--- config.mk ---
export PLATFORM = sky130hd
export DESIGN_NAME = relay_encode
export DESIGN_NICKNAME = d
export VERILOG_FILES = /design/src/rtl/relay_encode.sv
export SDC_FILE = /design/constraint.sdc
export NUM_CORES = 1
export LEC_CHECK = 0
export BUFFER_PORTS_ARGS = -buffer_cell sky130_fd_sc_hd__buf_2
export CAP_MARGIN = 0
export CORE_MARGIN = 8
export CORE_UTILIZATION = 40
export CTS_CLUSTER_DIAMETER = 30
export DETAILED_ROUTE_END_ITERATION = 10
export HOLD_SLACK_MARGIN = 0.1
export PLACE_DENSITY_LB_ADDON = 0.15
export SETUP_SLACK_MARGIN = 0.4
export SYNTH_ARGS = -nofsm -noshare
export SYNTH_HDL_FRONTEND = slang
export SYNTH_SLANG_ARGS = --single-unit
--- constraint.sdc ---
create_clock -name clk -period 5.76 [get_ports clk]
set_input_delay 0.864 -clock clk [delete_from_list [all_inputs] [get_ports clk]]
set_output_delay 0.864 -clock clk [all_outputs]
set_load 0.01 [all_outputs]
--- src/rtl/relay_encode.sv ---
// -----------------------------------------------------------------------------
// relay_encode
//
// Serial relay encoder. Symbols offered on data_in are decoded to single bits
// and queued in a 4-entry bit FIFO. Each queued bit is then driven on data_out
// for one 64-clock bit period. Consecutive queued bits go out with no gap.
//
// Ports
//   clk        in   sole clock; all state changes on the rising edge
//   reset_n    in   asynchronous active-low reset; clears all state at once
//   mode       in   code select: 1 -> one-code 4'hc, 0 -> one-code 4'hf
//   data_in    in   [3:0] symbol: one-code -> bit 1, 4'h0 -> bit 0,
//                   any other value -> bit 0 and err is raised
//   data_valid in   data_in is offered this cycle
//   ready      out  FIFO has room (count < 4); derived from the registered count
//   data_out   out  serial line; 0 whenever no bit is being sent
//   busy       out  high in any state other than IDLE
//   err        out  sticky illegal-symbol flag; cleared only by reset_n
//
// Build option
//   RELAY_ENCODE_GUARD_EN  when defined, a 64-cycle low GUARD period follows
//                          the last bit of every burst. busy stays high during
//                          GUARD and pushes are still accepted. Without it,
//                          SEND returns straight to IDLE.
// -----------------------------------------------------------------------------
module relay_encode (
  input  logic       clk,
  input  logic       reset_n,
  input  logic       mode,
  input  logic [3:0] data_in,
  input  logic       data_valid,
  output logic       ready,
  output logic       data_out,
  output logic       busy,
  output logic       err
);

  localparam logic [1:0] ST_IDLE  = 2'd0;
  localparam logic [1:0] ST_SEND  = 2'd1;
`ifdef RELAY_ENCODE_GUARD_EN
  localparam logic [1:0] ST_GUARD = 2'd2;
`endif

  localparam logic [5:0] PHASE_LAST = 6'd63;
  localparam logic [2:0] FIFO_DEPTH = 3'd4;

  logic [1:0] state_reg;
  logic [5:0] phase_reg;
  logic [3:0] fifo_reg;
  logic [1:0] rd_ptr_reg;
  logic [1:0] wr_ptr_reg;
  logic [2:0] count_reg;
  logic       data_out_reg;
  logic       err_reg;

  logic [3:0] one_code;
  logic       sym_bit;
  logic       sym_illegal;
  logic       push;
  logic       pop;
  logic       fifo_empty;
  logic       head_bit;

  // Decoding uses mode as sampled at the accepting edge. Once a bit is in the
  // FIFO it is independent of mode.
  always_comb begin
    one_code    = mode ? 4'hc : 4'hf;
    sym_bit     = (data_in == one_code);
    sym_illegal = !sym_bit && (data_in != 4'h0);
  end

  assign ready      = (count_reg < FIFO_DEPTH);
  assign push       = data_valid && ready;
  assign fifo_empty = (count_reg == 3'd0);
  assign head_bit   = fifo_reg[rd_ptr_reg];

  // Pops happen only when the line is free to take a new bit. That is either
  // from IDLE, or at the last phase of the current bit so the next bit follows
  // with no gap. GUARD never pops. Its exit to IDLE gives the one-cycle hop
  // before SEND.
  assign pop = !fifo_empty &&
               ((state_reg == ST_IDLE) ||
                ((state_reg == ST_SEND) && (phase_reg == PHASE_LAST)));

  // Bit FIFO. When full, push is already blocked by ready, so a pop on the
  // same edge cannot make room for it. A simultaneous push and pop leaves the
  // count unchanged.
  always_ff @(posedge clk or negedge reset_n) begin
    if (!reset_n) begin
      fifo_reg   <= 4'b0000;
      rd_ptr_reg <= 2'd0;
      wr_ptr_reg <= 2'd0;
      count_reg  <= 3'd0;
    end else begin
      if (push) begin
        fifo_reg[wr_ptr_reg] <= sym_bit;
        wr_ptr_reg           <= wr_ptr_reg + 2'd1;
      end
      if (pop) begin
        rd_ptr_reg <= rd_ptr_reg + 2'd1;
      end
      case ({push, pop})
        2'b10:   count_reg <= count_reg + 3'd1;
        2'b01:   count_reg <= count_reg - 3'd1;
        default: count_reg <= count_reg;
      endcase
    end
  end

  // Sticky error flag.
  always_ff @(posedge clk or negedge reset_n) begin
    if (!reset_n) begin
      err_reg <= 1'b0;
    end else if (push && sym_illegal) begin
      err_reg <= 1'b1;
    end
  end

  // Line state machine. phase counts 0..63 within a bit period. The 6-bit
  // wrap from 63 to 0 starts the next period, or leaves phase at 0 on exit.
  always_ff @(posedge clk or negedge reset_n) begin
    if (!reset_n) begin
      state_reg    <= ST_IDLE;
      phase_reg    <= 6'd0;
      data_out_reg <= 1'b0;
    end else begin
      case (state_reg)
        ST_IDLE: begin
          phase_reg    <= 6'd0;
          data_out_reg <= 1'b0;
          if (!fifo_empty) begin
            state_reg    <= ST_SEND;
            data_out_reg <= head_bit;
          end
        end
        ST_SEND: begin
          phase_reg <= phase_reg + 6'd1;
          if (phase_reg == PHASE_LAST) begin
            if (!fifo_empty) begin
              data_out_reg <= head_bit;
            end else begin
              data_out_reg <= 1'b0;
`ifdef RELAY_ENCODE_GUARD_EN
              state_reg    <= ST_GUARD;
`else
              state_reg    <= ST_IDLE;
`endif
            end
          end
        end
`ifdef RELAY_ENCODE_GUARD_EN
        ST_GUARD: begin
          phase_reg    <= phase_reg + 6'd1;
          data_out_reg <= 1'b0;
          if (phase_reg == PHASE_LAST) begin
            state_reg <= ST_IDLE;
          end
        end
`endif
        default: begin
          state_reg    <= ST_IDLE;
          phase_reg    <= 6'd0;
          data_out_reg <= 1'b0;
        end
      endcase
    end
  end

  assign data_out = data_out_reg;
  assign busy     = (state_reg != ST_IDLE);
  assign err      = err_reg;

endmodule

==> reports/qor.yml, run 1 <==
run_status: "complete, no violations"
cp-endpoint: "count_reg[2]$_DFFE_PN0P_"
drt_iter0_drc: 29
ys_async_sr_fraction: 1.00
drc: 0
crit_chain: "ha_1 -> a21boi_1 -> a211oi_2 -> ha_1 -> inv_1 -> fa_1 -> xor2_1 -> nor2_1 -> xnor2_1"
h-tree-depth: 1
tightest_slew_ps: 610
largest_reg_flops: 6
cpMostUsedCell: "ha_1"
slowest_stage: "dfrtp_1"
required_ps: 5980
ys_warn_count: 0
reg2reg_from: "phase_reg[0]$_DFF_PN0_"
hpwlAfterDp_mm: 1.18
cts_buffer_depth: 2
reg2reg_depth: 9
n_fill_cell: 237
max_freq_mhz: 445
cts_tree: "built"
yosys_most_used_dff: "dfrtp_1"
fin_crit_sh: 0.390
setup-violations-final: 0
cp-end-kind: "flip-flop"
grt_max_degree: 21
cts_sinks: 20
core_um2: 2430
portBuffers: 11
die_h_um: 66.0
rows: 18
clkTransAtPathRegs_ps: 100
syn_avg_cell_area_um2: 11.6
hold_viol: 0
vias: 618
grt_pass1_wl_mm: 2.87
place.gp.congestion: 0.748
numCtsBuffers: 3
final_util: 0.457
fin_skew_ps: 2.31
drt-pass1-iter-count: 4
finalNonFillerCells: 129
dp.cells: 126
syn_area_um2: 1000
die_w_um: 66.0
placed_area_um2: 1090
holdCritPathClass: "flip-flop to flip-flop"
clkLatencyLatePin_ps: 290
synth_cell_type_count: 29
start_kind: "flip-flop"
die-area_um2: 4360
ys_seq_area_frac: 0.500
start_util: 0.412
grt_use_total: 0.0853
routed_wl_mm: 1.57
synth_cells: 86
peakVddDrop_mv: 0.230
final_nets: 116
ctsResizeCount: 0
ios: 12
setup_tns_ps: 0
syn2layout_area_growth_pct: 11.0
vias_per_cell: 4.79
ys_ff_latch: 20
antennaDiodeCount: 0
antenna_found_initial: 0
register_area_um2: 500
drv_slew: 0
rsz0062_at_grt: "no"
cap_violations: 0
design_area_um2: 1110
critPathArrivalTime_ps: 2470
max_stage_delay_ps: 410
grt_pass1_vias: 644
hold_buffers: 0
crit_path_start: "phase_reg[0]$_DFF_PN0_"
detail_route.wl_per_cell_um: 12.2
cts_root_buffer: "clkbuf_4"
synth_nets: 101
hp-start: "err$_DFFE_PN0P_"
cts_setup_buffers: 0
drive_gt1_frac: 0.222
p_leak_nw: 0.504
powerDensity_nw_per_um2: 412
reg2reg_to: "count_reg[2]$_DFFE_PN0P_"
synth_edf_count: 0
drtAntennaViolNets: 0
min_period_ps: 2250
path_class: "flip-flop to flip-flop"
gr-total-overflow: 0
power.total_uw: 458
slew-limit-headroom: 0.593
worstPathMaxFanout: 4
worst-r2r-setup-slack_ps: 3510
multi_input_area_um2: 462
## worst min path at each step
stage | cells after the start | slack, ps | end
2_1_floorplan | 1 | 450 | rd_ptr_reg[1]$_DFFE_PN0P_
4_1_cts | 1 | 490 | rd_ptr_reg[1]$_DFFE_PN0P_
6_report | 1 | 480 | err$_DFFE_PN0P_
3_5_place_dp | 1 | 470 | err$_DFFE_PN0P_
3_3_place_gp | 1 | 450 | err$_DFFE_PN0P_
5_1_grt | 1 | 520 | wr_ptr_reg[0]$_DFFE_PN0P_
## cells by family after synthesis
family | count (synthesis) | synth area share
AOI/OAI and AO/OA | 11 | 0.0875
and+or+nand+nor | 23 | 0.122
adders and majority gates | 7 | 0.0950
xor gates and xnor gates | 9 | 0.0788
muxes | 6 | 0.0775
buffers and inverters | 10 | 0.0387
DFF | 20 | 0.500
## metal layers
layer  track usage  part of all wire  routed length [um]  up-vias
li1              -                 -                   -      314
met1         0.110              0.52                 822      288
met2         0.116              0.38                 591       14
met3        0.0475             0.089                 139        2
met4        0.0320            0.0089                  14        0
met5             0                 0                   0        -
## power breakdown
group | total, mW | internal (mW) | switching [mW]
clock network | 0.0627 | 0.0243 | 0.0384
logic | 0.158 | 0.0803 | 0.0774
registers | 0.237 | 0.195 | 0.0424
total | 0.458 | 0.300 | 0.158
## layout make-up
type,instances,share of cell area
clock buffer,3,0.0203
inverter,9,0.0304
multi-input combinational,56,0.416
sequential,20,0.450
tap,30,0.0338
timing repair buffer,11,0.0495
## synth_stat cells (all sizes together) (2+ instances only)
cell type	number	area, um2
o21ai	3	15.0
and2	4	25.0
ha	6	75.1
nor2b	2	12.5
dfrtp	20	500
a21boi	2	15.0
inv	9	33.8
mux2	4	45.0
nand2	9	33.8
nand3	3	20.0
xnor2	6	52.6
xor2	3	26.3
## per-stage QoR
stage	setup WS (ps)	hold slack (ps)
6_report	3510	484
5_1_grt	3270	516
4_1_cts	3490	489
3_5_place_dp	3240	465
3_3_place_gp	3300	455
2_1_floorplan	3560	450
## critical path, delay by kind of cell (launching register included)
kind | cells | cell delay [ps]
and+or+nand+nor | 1 | 110
adders and majority gates | 3 | 870
AOI/OAI and AO/OA | 2 | 460
buffers and inverters | 1 | 60
DFF | 1 | 410
xor gates and xnor gates | 2 | 280
## layout by cell type, fill, tap and decap left out, types with 2 or more instances in the layout
| master | count |
|---|---|
| clkbuf_4 | 3 |
| nor2b_1 | 2 |
| nand3_1 | 2 |
| buf_2 | 11 |
| dfrtp_1 | 20 |
| ha_1 | 6 |
| mux2_2 | 4 |
| xor2_1 | 3 |
| nand2_1 | 9 |
| and2_1 | 4 |
| xnor2_1 | 6 |
| inv_1 | 9 |
| o21ai_0 | 3 |
Note: power is estimated with default switching activity, not from simulation.
==> run 2, diff against run 1 <==
Clock period 5.76 ns to 2.1 ns, I/O delays scaled along.
==> run 2 against run 1 <==
Compared with the run above: first-iteration DRC count down 28%; global-route usage up 1.1 points; largest cell class is now multi-input combinational cells; critical endpoint unchanged; worst setup slack worse by 3300 ps; sequential share of layout area down 6.5 points; worst hold slack worse by 180 ps; maximum frequency up 20%.
==> reports/qor.yml, run 2 (same netlist as run 1, synthesis figures left out) <==
max_freq_mhz: 532  # +20%
grt_pass1_wl_mm: 3.26  # +14%
vias_per_cell: 4.92  # +2.7%
rows: 18  # unchanged
multi_input_area_um2: 503  # +8.9%
holdCritPathClass: "primary input to flip-flop"
min_period_ps: 1880  # -369 ps
tightest_slew_ps: 446  # -164 ps
die-area_um2: 4360  # unchanged
grt_use_total: 0.0962  # +0.0108
reg2reg_depth: 9  # unchanged
register_area_um2: 502  # +0.25%
n_fill_cell: 214  # -9.7%
max_stage_delay_ps: 410  # about the same
final_util: 0.535  # +0.0782
drt-pass1-iter-count: 4  # unchanged
hold_viol: 0  # unchanged
cp-end-kind: "flip-flop"
numCtsBuffers: 3  # unchanged
fin_crit_sh: 0.895  # +0.504
critPathArrivalTime_ps: 2110  # -360 ps
cts_sinks: 20  # unchanged
antenna_found_initial: 0  # unchanged
place.gp.congestion: 0.723  # -3.4%
portBuffers: 11  # unchanged
setup_tns_ps: 0  # unchanged
drv_slew: 0  # unchanged
setup-violations-final: 0  # unchanged
drt_iter0_drc: 21  # -28%
start_kind: "flip-flop"
hold_depth: 3  # +2
gr-total-overflow: 0  # unchanged
core_um2: 2430  # unchanged
slew-limit-headroom: 0.703  # +0.110
hp-start: "data_in[2]"
start_util: 0.412  # unchanged
drc: 0  # unchanged
clkLatencyLatePin_ps: 300  # about the same
crit_path_start: "phase_reg[0]$_DFF_PN0_"
syn2layout_area_growth_pct: 30.0
die_w_um: 66.0  # unchanged
vias: 723  # +17%
peakVddDrop_mv: 0.617  # +170%
finalNonFillerCells: 147  # +14%
run_status: "complete, no violations"
p_leak_nw: 0.604  # +20%
detail_route.wl_per_cell_um: 12.9  # +6.0%
powerDensity_nw_per_um2: 1120  # +170%
reg2reg_to: "count_reg[2]$_DFFE_PN0P_"
largest_reg_flops: 6  # unchanged
fin_skew_ps: 5.30  # +2.99 ps
cts_buffer_depth: 2  # unchanged
drive_gt1_frac: 0.393  # +0.171
cts_root_buffer: "clkbuf_4"
final_nets: 133  # +15%
required_ps: 2330  # -3650 ps
slowest_stage: "dfrtp_1"
grt_max_degree: 21  # unchanged
rsz0062_at_grt: "yes"
reg2reg_from: "phase_reg[0]$_DFF_PN0_"
cts_tree: "built"
drtAntennaViolNets: 0  # unchanged
hpwlAfterDp_mm: 1.28  # +8.4%
clkTransAtPathRegs_ps: 110  # about the same
worst-r2r-setup-slack_ps: 220  # -3290 ps
routed_wl_mm: 1.89  # +21%
final_cell_mix: "dfrtp_1 (19), buf_4 (15), buf_2 (11)"
grt_pass1_vias: 773  # +20%
cap_violations: 0  # unchanged
final_common_cell: "dfrtp_1"
dp.cells: 129  # +2.4%
antennaDiodeCount: 0  # unchanged
die_h_um: 66.0  # unchanged
path_class: "flip-flop to flip-flop"
ios: 12  # unchanged
min_to: "err$_DFFE_PN0P_"
worstPathMaxFanout: 2  # -2
h-tree-depth: 1  # unchanged
crit_chain: "ha_4 -> a21boi_4 -> a211oi_4 -> ha_2 -> inv_2 -> fa_2 -> xor2_1 -> nor2_1 -> xnor2_1"
-- run 2: worst max-delay path: cells and delay by family, from the launching register on --
family	cells	cell delay (ps)
flops	1	410
xor+xnor	2	260
compound gates	2	270
simple gates	1	110
fa+ha+maj	3	720
buf+inv	1	40
-- run 2: cell type report --
type / instances / area share
clock buffer: 4 / 0.0279
inverter: 9 / 0.0260
multi-input combinational: 56 / 0.387
sequential: 20 / 0.386
tap: 30 / 0.0288
timing repair buffer: 28 / 0.145
-- run 2: through the flow --
| step | instance area, um2 | hold WS (ps) | worst slack (ps) | power [mW] |
|---|---|---|---|---|
| 4_1_cts | 1270 | 289 | 196 | 1.45 |
| 3_5_place_dp | 1140 | 292 | 25.1 | 1.15 |
| 2_1_floorplan | 1030 | 19.4 | 205 | 1.02 |
| 5_1_grt | 1300 | 314 | 145 | 1.59 |
| 6_report | 1300 | 303 | 222 | 1.46 |
| 3_3_place_gp | 1140 | 283 | 119 | 1.14 |
-- run 2: worst max path at each step --
stage / slack, ps / endpoint / depth (start not counted)
6_report: 220 / count_reg[2]$_DFFE_PN0P_ / 9
4_1_cts: 200 / count_reg[2]$_DFFE_PN0P_ / 9
3_3_place_gp: 120 / count_reg[2]$_DFFE_PN0P_ / 9
5_1_grt: 140 / count_reg[2]$_DFFE_PN0P_ / 9
2_1_floorplan: 200 / count_reg[2]$_DFFE_PN0P_ / 9
3_5_place_dp: 30 / count_reg[2]$_DFFE_PN0P_ / 9
-- run 2: what timing repair did --
action / in CTS / in global routing
endpoints found under the setup margin: 2 / 2
hold buffers: 1 / 0
setup buffers: 9 / 4
pin swaps: 4 / 2
gates resized for setup: 2 / 1
hold endpoints to repair: 20 / 0
-- run 2: power by group --
group	internal, mW	switching [mW]
sequential	0.535	0.126
combinational	0.313	0.263
clock	0.106	0.118
-- run 2: per-layer routing --
metal | GRT usage | vias up | share of wire
met3 | 0.0458 | 6 | 0.093
met5 | 0 | - | 0
met1 | 0.107 | 343 | 0.43
met4 | 0.0453 | 0 | 0.020
met2 | 0.152 | 27 | 0.45
li1 | - | 347 | -
